### config.mk
export PLATFORM = sky130hd
export DESIGN_NAME = bp_train_sched
export DESIGN_NICKNAME = d
export VERILOG_FILES = /design/src/rtl/bp_train_sched.sv
export SDC_FILE = /design/constraint.sdc
export NUM_CORES = 1
export LEC_CHECK = 0
export CORE_ASPECT_RATIO = 0.6
export CORE_MARGIN = 2
export CORE_UTILIZATION = 50
export DETAILED_ROUTE_END_ITERATION = 8
export GPL_TIMING_DRIVEN = 0
export HOLD_SLACK_MARGIN = 0.05
export PLACE_DENSITY = 0.73
export SYNTH_ARGS = -nofsm -noshare
export SYNTH_HDL_FRONTEND = slang
export SYNTH_SLANG_ARGS = --single-unit
### constraint.sdc
create_clock -name clock -period 13 [get_ports clock]
set_input_delay 2.6 -clock clock [delete_from_list [all_inputs] [get_ports clock]]
set_output_delay 2.6 -clock clock [all_outputs]
set_load 0.1 [all_outputs]
### src/rtl/bp_train_sched.sv
// Retired-branch training scheduler: a FIFO of retired records for predictor training.
// It also repairs the global history register when a retired branch was mispredicted.
module bp_train_sched #(
  parameter int GH    = 8,
  parameter int DEPTH = 8
) (
  input  logic                      clock,
  input  logic                      reset,
  input  logic [1:0]                ret_valid_i,
  input  logic [1:0][31:0]          ret_pc_i,
  input  logic [1:0]                ret_taken_i,
  input  logic [1:0][31:0]          ret_target_i,
  input  logic [1:0][GH-1:0]        ret_ghr_i,
  input  logic [1:0]                ret_mispred_i,
  output logic                      ready_o,
  output logic                      train_valid_o,
  output logic [31:0]               train_pc_o,
  output logic                      train_actual_taken_o,
  output logic [31:0]               train_actual_target_o,
  output logic [GH-1:0]             train_ghr_snapshot_o,
  output logic                      recover_mispredict_pulse_o,
  output logic [GH-1:0]             recover_ghr_snapshot_o,
  output logic [$clog2(DEPTH):0]    count_o,
  output logic [15:0]               drop_count_o
);
  localparam int PW = $clog2(DEPTH);
  localparam int CW = PW + 1;

  // Handshake: ready_o is a pure function of occupancy; a valid slot presented while
  // ready_o=0 is dropped, not stalled. train_valid_o has no ready: the head pops every
  // cycle it is valid.

  logic [PW-1:0] head_q, head_d, tail_q, tail_d;
  logic [CW-1:0] count_q, count_d;
  logic [15:0]   drop_q, drop_d;
  logic          pulse_q, pulse_d;
  logic [GH-1:0] snap_q, snap_d;

  logic [31:0]   pc_mem     [DEPTH];
  logic          taken_mem  [DEPTH];
  logic [31:0]   target_mem [DEPTH];
  logic [GH-1:0] ghr_mem    [DEPTH];

  logic          slot1_ok;
  logic          push0, push1, pop;
  logic [1:0]    n_push, n_drop;
  logic [PW-1:0] wr1_idx;
  logic [16:0]   drop_sum;

  assign ready_o = (count_q <= CW'(DEPTH - 2));

  always_comb begin
    // A mispredicted slot 0 squashes slot 1 entirely: it was on the wrong path.
    slot1_ok = ret_valid_i[1] & ~(ret_valid_i[0] & ret_mispred_i[0]);
    push0    = ready_o & ret_valid_i[0];
    push1    = ready_o & slot1_ok;
    n_push   = {1'b0, push0} + {1'b0, push1};
    n_drop   = ready_o ? 2'd0 : ({1'b0, ret_valid_i[0]} + {1'b0, slot1_ok});
    pop      = (count_q != '0);
    wr1_idx  = push0 ? (tail_q + PW'(1)) : tail_q;
    tail_d   = tail_q + PW'(n_push);
    head_d   = head_q + PW'(pop);
    count_d  = count_q + CW'(n_push) - CW'(pop);
    drop_sum = {1'b0, drop_q} + 17'(n_drop);
    drop_d   = drop_sum[16] ? 16'hFFFF : drop_sum[15:0];

    pulse_d = 1'b0;
    snap_d  = snap_q;
    if (ret_valid_i[0] & ret_mispred_i[0]) begin
      pulse_d = 1'b1;
      snap_d  = {ret_ghr_i[0][GH-2:0], ret_taken_i[0]};
    end else if (slot1_ok & ret_mispred_i[1]) begin
      pulse_d = 1'b1;
      snap_d  = {ret_ghr_i[1][GH-2:0], ret_taken_i[1]};
    end
  end

  always_ff @(posedge clock) begin
    if (reset) begin
      head_q  <= '0;
      tail_q  <= '0;
      count_q <= '0;
      drop_q  <= '0;
      pulse_q <= 1'b0;
      snap_q  <= '0;
    end else begin
      head_q  <= head_d;
      tail_q  <= tail_d;
      count_q <= count_d;
      drop_q  <= drop_d;
      pulse_q <= pulse_d;
      snap_q  <= snap_d;
    end
  end

  // Storage is never cleared; occupancy alone decides what is live.
  always_ff @(posedge clock) begin
    if (!reset) begin
      if (push0) begin
        pc_mem[tail_q]     <= ret_pc_i[0];
        taken_mem[tail_q]  <= ret_taken_i[0];
        target_mem[tail_q] <= ret_target_i[0];
        ghr_mem[tail_q]    <= ret_ghr_i[0];
      end
      if (push1) begin
        pc_mem[wr1_idx]     <= ret_pc_i[1];
        taken_mem[wr1_idx]  <= ret_taken_i[1];
        target_mem[wr1_idx] <= ret_target_i[1];
        ghr_mem[wr1_idx]    <= ret_ghr_i[1];
      end
    end
  end

  assign train_valid_o              = pop;
  assign train_pc_o                 = pc_mem[head_q];
  assign train_actual_taken_o       = taken_mem[head_q];
  assign train_actual_target_o      = target_mem[head_q];
  assign train_ghr_snapshot_o       = ghr_mem[head_q];
  assign recover_mispredict_pulse_o = pulse_q;
  assign recover_ghr_snapshot_o     = snap_q;
  assign count_o                    = count_q;
  assign drop_count_o               = drop_q;

endmodule

After elaboration in Yosys (flattened, before gate mapping). Memory sizes are Yosys's and may differ from the RTL's. A register that Yosys moved wholly into a read port is not among the register bits. Index checks and enable logic that the tools add are counted.

Bits in registers: 35. Memory bits (writable): 584. Output and inout bits: 104. Memories: 4.

Memory list: pc_mem (depth 8, width 32, rd ports 1, clocked after Yosys merged registers in 1, write ports 2, RTL line 39) `logic [31:0] pc_mem [DEPTH];`; target_mem (depth 8, width 32, rd ports 1, clocked after Yosys merged registers in 1, write ports 2, RTL line 41) `logic [31:0] target_mem [DEPTH];`; ghr_mem (depth 8, width 8, rd ports 1, clocked after Yosys merged registers in 1, write ports 2, RTL line 42) `logic [GH-1:0] ghr_mem [DEPTH];`; taken_mem (depth 8, width 1, rd ports 1, clocked after Yosys merged registers in 1, write ports 2, RTL line 40) `logic taken_mem [DEPTH];`.

Reductions and logical operators: 2. Bitwise logic cells: 6. Muxes and demuxes: 17. $lt $le $gt $ge: 1. $add $sub $neg: 8.

Operators with widths (count): $add A16 B2 Y17 (1); $mux W16 (1); $mux W8 (2); $mux W3 (5); $mux W1 (8); $and A1 B1 Y1 (5); $add A1 B1 Y2 (2); $add A4 B2 Y4 (1); $le A4 B3 Y1 const B (1); $reduce_bool A4 Y1 (1); $sub A4 B1 Y4 (1); $add A3 B1 Y3 (1); $add A3 B1 Y3 const B (1); $add A3 B2 Y3 (1); $mux W2 (1); $reduce_bool A2 Y1 (1); $not A1 Y1 (1).

Depth between registers and ports, before layout. Gate-level depths: netlist of run 1.

Depth after elaboration: 7. Gate-level depth with buffers: 14. Mapped depth without buffers: 14.

Worst setup path before layout of run 1. OpenSTA, ideal clock, no wires.

Path type: input to register. Start point: in reset. End point: mem ghr_mem[2][0], enable pin. Cell stages on the path: 4. Buffers on the path: 1. Path slack: 5.793 ns. Data arrival time: 6.688 ns. Cell sequence: buf_6 -> a211oi_2 -> o21ai_0 -> o21bai_1.

RTL lines: start, declared (RTL line 8) `input logic reset,`; end, declared (RTL line 42).

==> summary.md, run 1 <==
| Metric | Value |
|---|---|
| Status | completed |
| Die area | 0.0678 mm² |
| Initial DRC count | 1707 |
| Post-CTS Resized | 0 |
| Total Routing Usage GR | 0.242 |
| GP Congestion | slightly below 0.8 |
| Power per Cell Area | ~200 mW/mm² |
| Initial Util | 0.508 |
| Setup_tns | 0 ps |
| First-pass GRT wire length | 121 mm |
| Sequential share of the synthesized area | 0.555 |
| Critical path startpoint category | flop |
| Antenna-violating nets left | 0 |
| Area growth from synthesis to layout | 18.3% |
| CTS Hold Bufs | 0 |
| Post-Layout Cell Count | a little under 3000 |
| Post-synthesis sequential element count | 619 |
| FFs w/ async S/R, synth | 0 |
| Post-DP HPWL | 54.4 mm |
| Critical-path cell list | clkbuf_1 > clkbuf_1 > mux4_2 > mux2_2 > clkdlybuf4s50_1 |
| Critical Path Source | head_q[1] |
| Clk buf depth | 3 |
| R2R Setup Slk | between 9000 and 10000 ps |
| Placed insts | 2858 |
| Critical Path End | train_pc_o[31] |
| Critical path capture point type | output pin |
| Num CTS Buffers | 59 |
| Unrepaired setup endpoints after global routing | no |
| YS warnings | 0 |
| Clk slew on worst S/H paths | 60 ps |
| Die X-Extent | 335 µm |
| Reg-to-Reg Start | count_o[3] |
| Synth unique cells | 49 |
| Final Cell Area | 0.0388 mm² |
| DRC violations left | 0 |
| Mapped Cells | 1736 |
| Initial antenna violation count | 17 |
| Critical path class | reg -> out |
| Vias in the first global route | 18500 |
| Syn nets | 1906 |
| Gr ovfl total | 0 |
| Post-CTS setup buffer count | 0 |
| Max_cap viols | 0 |
| HP Class | reg -> reg |
| Post-synth EDFFs | 584 |
| Slew @ Worst Pin | 1300 ps |
| Net count, final | 2238 |
| Mean Syn Cell Area | between 15 and 20 µm² |
| Die height | slightly above 200 µm |
| Reg2Reg Depth | 13 |
| Final wirelength | 82.4 mm |
| Largest net degree at the start of global routing | 25 |
| Critical Path Most Common Cell | clkbuf_1 |
| Clock latency on the worst-skew pair | 640 ps |
| Max Freq | 0.145 GHz |
| Port-buffer cells | between 200 and 250 |
| Endpoints failing hold | 0 |
| Worst vdd ir | about 0.23 mV |
| H-tree levels | 2 |
| Slew Viols, Final | 0 |
| Core area | around 0.065 mm² |
| Cell at the slowest stage of the critical path | clkdlybuf4s50_1 |
| Number of clock sinks | 619 |
| Std cell rows | 72 |
| Max stage delay on crit path | 1290 ps |
| Fin crit share | 0.532 |
| 1st-pass router iterations | 6 |
| Wire per inst | 27.6 µm |
| Post-place instance area | 0.0370 mm² |
| Vias/cell | roughly 6.0 |
| Worst Path Required | between 10000 and 15000 ps |
| Max-slew headroom | 0.126 |
| Via count | 17900 |
| Worst Clk Skew | 13.2 ps |
| Clock Root Buffer | clkbuf_16 |
| Leak | between 10 and 15 nW |
| CTS tree | yes |
| Crit path max fanout | 10 |
| Post-synth top flop | edfxtp_1 |
| # IOs | 256 |
| Share of cells above drive strength 1 | 0.420 |
| Post-Syn Area | 0.0328 mm² |
| Worst EP arrival | 4320 ps |
| Fin crit period | 6920 ps |
| Final setup fails | 0 |
| Reg-to-reg endpoint | drop_count_o[3] |
## cells by family after synthesis
group / after synthesis / share of synthesized area
simple gates: 96 / 0.0169
buf+inv: 136 / 0.0391
mux: 806 / 0.367
xor+xnor: 14 / 0.00373
compound gates: 47 / 0.0106
flops: 619 / 0.555
fa+ha+maj: 18 / 0.00754
## per-layer routing
layer / track usage / part of all wire
met3: 0.0463 / 0.076
met2: 0.380 / 0.47
met5: 0 / 0.0011
met1: 0.351 / 0.44
met4: 0.0607 / 0.021
## layout by cell type (no fill, tap or decap), types with 4 or more instances in the layout
cell type,Yosys,layout
a21oi_1,16,16
a311oi_1,10,10
and2_1,4,4
buf_1,9,9
buf_12,36,58
buf_16,0,4
buf_2,24,24
buf_6,20,20
clkbuf_1,31,56
clkbuf_16,0,60
clkdlybuf4s50_1,0,245
clkinv_1,0,16
clkinv_2,0,4
dfxtp_1,35,35
diode_2,0,11
edfxtp_1,584,584
ha_1,15,15
inv_1,14,14
mux2_1,118,118
mux2_2,186,186
mux2_4,354,354
mux4_2,146,146
nand2_1,16,16
nand3_1,12,12
nor2_1,18,18
nor2b_1,12,12
nor3_1,4,4
nor3_2,8,8
nor4_1,4,4
o21bai_4,0,8
xnor2_1,12,12
## power breakdown
part,total (mW),internal (mW),switching (mW),leakage [nW]
Combinational,3.49,1.21,2.28,6.61
Clock,1.68,0.921,0.758,0.878
Sequential,2.46,2.40,0.0554,5.57
Total,7.63,4.53,3.09,13.1
## cell usage after synthesis, types with 14 or more instances
cell type	n	share of area
clkbuf_1	31	0.0035
dfxtp_1	35	0.021
buf_2	24	0.0037
edfxtp_1	584	0.53
nand2_1	16	0.0018
mux2_1	118	0.040
nor2_1	18	0.0021
mux2_4	354	0.16
a21oi_1	16	0.0024
mux4_2	146	0.10
buf_12	36	0.022
mux2_2	186	0.064
buf_6	20	0.0069
ha_1	15	0.0057
inv_1	14	0.0016
## per-stage QoR
step	utilization	setup slack, ps	total power [mW]	hold WS [ps]
2_1_floorplan	-	5790	5.09	575
3_3_place_gp	0.562	1100	5.96	474
3_5_place_dp	0.572	6440	6.01	474
4_1_cts	0.600	6040	7.68	492
5_1_grt	0.600	5960	7.87	513
6_report	0.601	6080	7.63	497
## how the worst min path moves through the flow
stage          slack [ps]                       from                         to  cells past startpoint
6_report              500  recover_ghr_snapshot_o[2]  recover_ghr_snapshot_o[2]                      2
3_5_place_dp          470  recover_ghr_snapshot_o[2]  recover_ghr_snapshot_o[2]                      2
2_1_floorplan         570                  head_q[0]                  head_q[0]                      2
4_1_cts               490  recover_ghr_snapshot_o[2]  recover_ghr_snapshot_o[2]                      2
5_1_grt               510  recover_ghr_snapshot_o[4]  recover_ghr_snapshot_o[4]                      2
3_3_place_gp          470  recover_ghr_snapshot_o[6]  recover_ghr_snapshot_o[6]                      2
## flip-flops by register name (all words and copies together), names as in the netlist
signal	count
count_o	4
drop_count_o	16
ghr_mem	64
head_q	3
pc_mem	256
recover_ghr_snapshot_o	8
recover_mispredict_pulse_o	1
tail_q	3
taken_mem	8
target_mem	256
## final cells by class
cell class	count	area, µm²
Tap cell	851	1060
Buffer	122	1230
Fill cell	4687	25800
Clock buffer	87	1620
Antenna cell	11	27.5
Timing Repair Buffer	271	3000
Clock inverter	25	195
Multi-Input combinational cell	981	13400
Sequential cell	619	18200
Inverter	14	52.6
## worst max-delay path, delay by kind of cell (launching register included)
family | cells | cell delay [ps]
mux | 2 | 510
buf+inv | 3 | 2720
flops | 1 | 440
Power figures use the tool's default switching activity.
==> inputs of run 2 (changes only) <==
Settings changed: PLACE_DENSITY 0.73 to 0.76.
Clock period 13 ns to 5.8 ns, I/O delays scaled along.
==> run 2 against run 1 <==
Effect of this change: worst setup slack lost 5800 ps; via count decreased by 0.88%; global-route usage shrank 0.36 points; critical path depth is the same; final cell count is 0.23% lower; sequential share of layout area barely moved; sequential power is 120% higher; clock skew up 4.6 ps; flip-flop and latch count unchanged; largest power group unchanged.
==> summary.md, run 2 (synthesis gave the netlist of run 1 again) <==
| Metric | Value |
|---|---|
| Status | completed |
| Share of cells above drive strength 1 | 0.426 |
| Core area | 0.0647 mm² |
| Clock power share | 0.225 |
| # IOs | 256 |
| Slew @ Worst Pin | 1220 ps |
| Critical path startpoint category | flop |
| Commonest cells after routing, fill and taps aside | edfxtp_1 (584), mux2_4 (354), clkdlybuf4s50_1 (245) |
| Final setup fails | 0 |
| Initial Util | 0.508 |
| Endpoints failing hold | 0 |
| Worst Path Required | around 4600 ps |
| Final wirelength | 81.1 mm |
| Switching pwr | ~7.0 mW |
| Max Freq | around 0.18 GHz |
| Crit path max fanout | 10 |
| Min-delay src | recover_ghr_snapshot_o[5] |
| Clk slew on worst S/H paths | 70 ps |
| Multi-input gate area | 0.0134 mm² |
| H-tree levels | 2 |
| CTS tree | yes |
| Critical path capture point type | output pin |
| Wire per inst | 27.3 µm |
| Std cell rows | 72 |
| Worst vdd ir | 0.356 mV |
| Setup_tns | 0 ps |
| Die area | 0.0678 mm² |
| Comb pwr share | 0.455 |
| GP Congestion | between 0.7 and 0.8 |
| Area growth from synthesis to layout | 18.4% |
| Power per Cell Area | about 440 mW/mm² |
| Max-slew headroom | 0.178 |
| Hold slack | 498 ps |
| Most common cell after layout, fill and taps aside | edfxtp_1 |
| Number of cells on the worst hold path | 2 |
| Internal power | 10.2 mW |
| Reg-to-Reg Start | count_o[3] |
| 1st-pass router iterations | 7 |
| Initial DRC count | 1830 |
| Switching share of power | 0.405 |
| Number of clock sinks | around 620 |
| Biggest regs | pc_mem (256), target_mem (256), ghr_mem (64) |
| Clock Root Buffer | clkbuf_16 |
| Total Routing Usage GR | 0.239 |
| Worst Clk Skew | 17.8 ps |
| Hold endpoint | recover_ghr_snapshot_o[5] |
| Vias in the first global route | approximately 18000 |
| Via count | 17700 |
| Leak | around 13 nW |
| First-pass GRT wire length | around 120 mm |
| Antenna-violating nets left | 0 |
| Fin crit share | 0.947 |
| Fillers | ~4600 |
| Post-CTS setup buffer count | 0 |
| R2R Setup Slk | 2300 ps |
| Largest net degree at the start of global routing | 24 |
| Initial antenna violation count | 12 |
| Reg2Reg Depth | 13 |
| Post-DP HPWL | 53.2 mm |
| HP Class | reg -> reg |
| Slew Viols, Final | 0 |
| Critical path class | reg -> out |
| Port-buffer cells | roughly 250 |
| Max_cap viols | 0 |
| Gr ovfl total | 0 |
| Worst EP arrival | 4330 ps |
| Clock latency on the worst-skew pair | roughly 630 ps |
| CTS Hold Bufs | 0 |
| Unrepaired setup endpoints after global routing | no |
| FF+latch area | 0.0182 mm² |
| Vias/cell | 5.95 |
| Die height | approximately 200 µm |
| DRC violations left | 0 |
| Reg-to-reg endpoint | drop_count_o[5] |
| Fin crit period | 5490 ps |
| Num CTS Buffers | 59 |
| Post-CTS Resized | 0 |
| Die X-Extent | 335 µm |
| Net count, final | 2237 |
| Reg power frac | 0.321 |
| Clk buf depth | 3 |
| Total power | 17.2 mW |
-- run 2: how the worst max path moves through the flow --
stage          cells after the start           start                         to
5_1_grt                            5       head_q[1]  train_actual_target_o[31]
4_1_cts                            5       head_q[1]  train_actual_target_o[31]
3_3_place_gp                       5  ret_valid_i[0]              pc_mem[6][27]
2_1_floorplan                      5      count_o[3]              ghr_mem[2][0]
6_report                           5       head_q[1]  train_actual_target_o[31]
3_5_place_dp                      14  ret_valid_i[0]            drop_count_o[5]
-- run 2: per-stage QoR --
step	worst slack, ps	cells	util	area [µm²]
after floorplan	-103	1736	-	32800
final	309	2974	0.601	38900
after global routing	124	2972	0.601	38900
after CTS	237	2967	0.601	38900
after detailed placement	687	2857	0.572	37000
after global placement	-4360	2832	0.562	36400
-- run 2: layout make-up --
type,count,area share
Sequential cell,619,0.469
Clock inverter,35,0.00769
Inverter,14,0.00135
Multi-Input combinational cell,981,0.345
Timing Repair Buffer,270,0.0769
Clock buffer,75,0.0406
Buffer,122,0.0317
Antenna cell,7,0.000451
Tap cell,851,0.0274
-- run 2: metal layers --
metal	wire length [µm]	share of wire	global-route usage	up-vias
li1	-	-	-	7700
met5	65	0.00080	0	-
met4	1580	0.020	0.0599	12
met2	38100	0.47	0.376	618
met1	35600	0.44	0.344	9260
met3	5800	0.072	0.0458	118
-- run 2: worst max-delay path, stage by stage (launching register included) --
cell,delay [ps]
dfxtp_1,410
clkbuf_1,760
clkbuf_1,720
mux4_2,360
mux2_2,160
clkdlybuf4s50_1,1270
-- run 2: power groups by stage --
stage	clock [mW]	combinational, mW	sequential, mW
2_1_floorplan	0	5.66	5.76
4_1_cts	3.91	7.86	5.51
3_3_place_gp	0	7.62	5.72
5_1_grt	4.08	8.11	5.54
3_5_place_dp	0	7.83	5.60
6_report	3.86	7.81	5.51
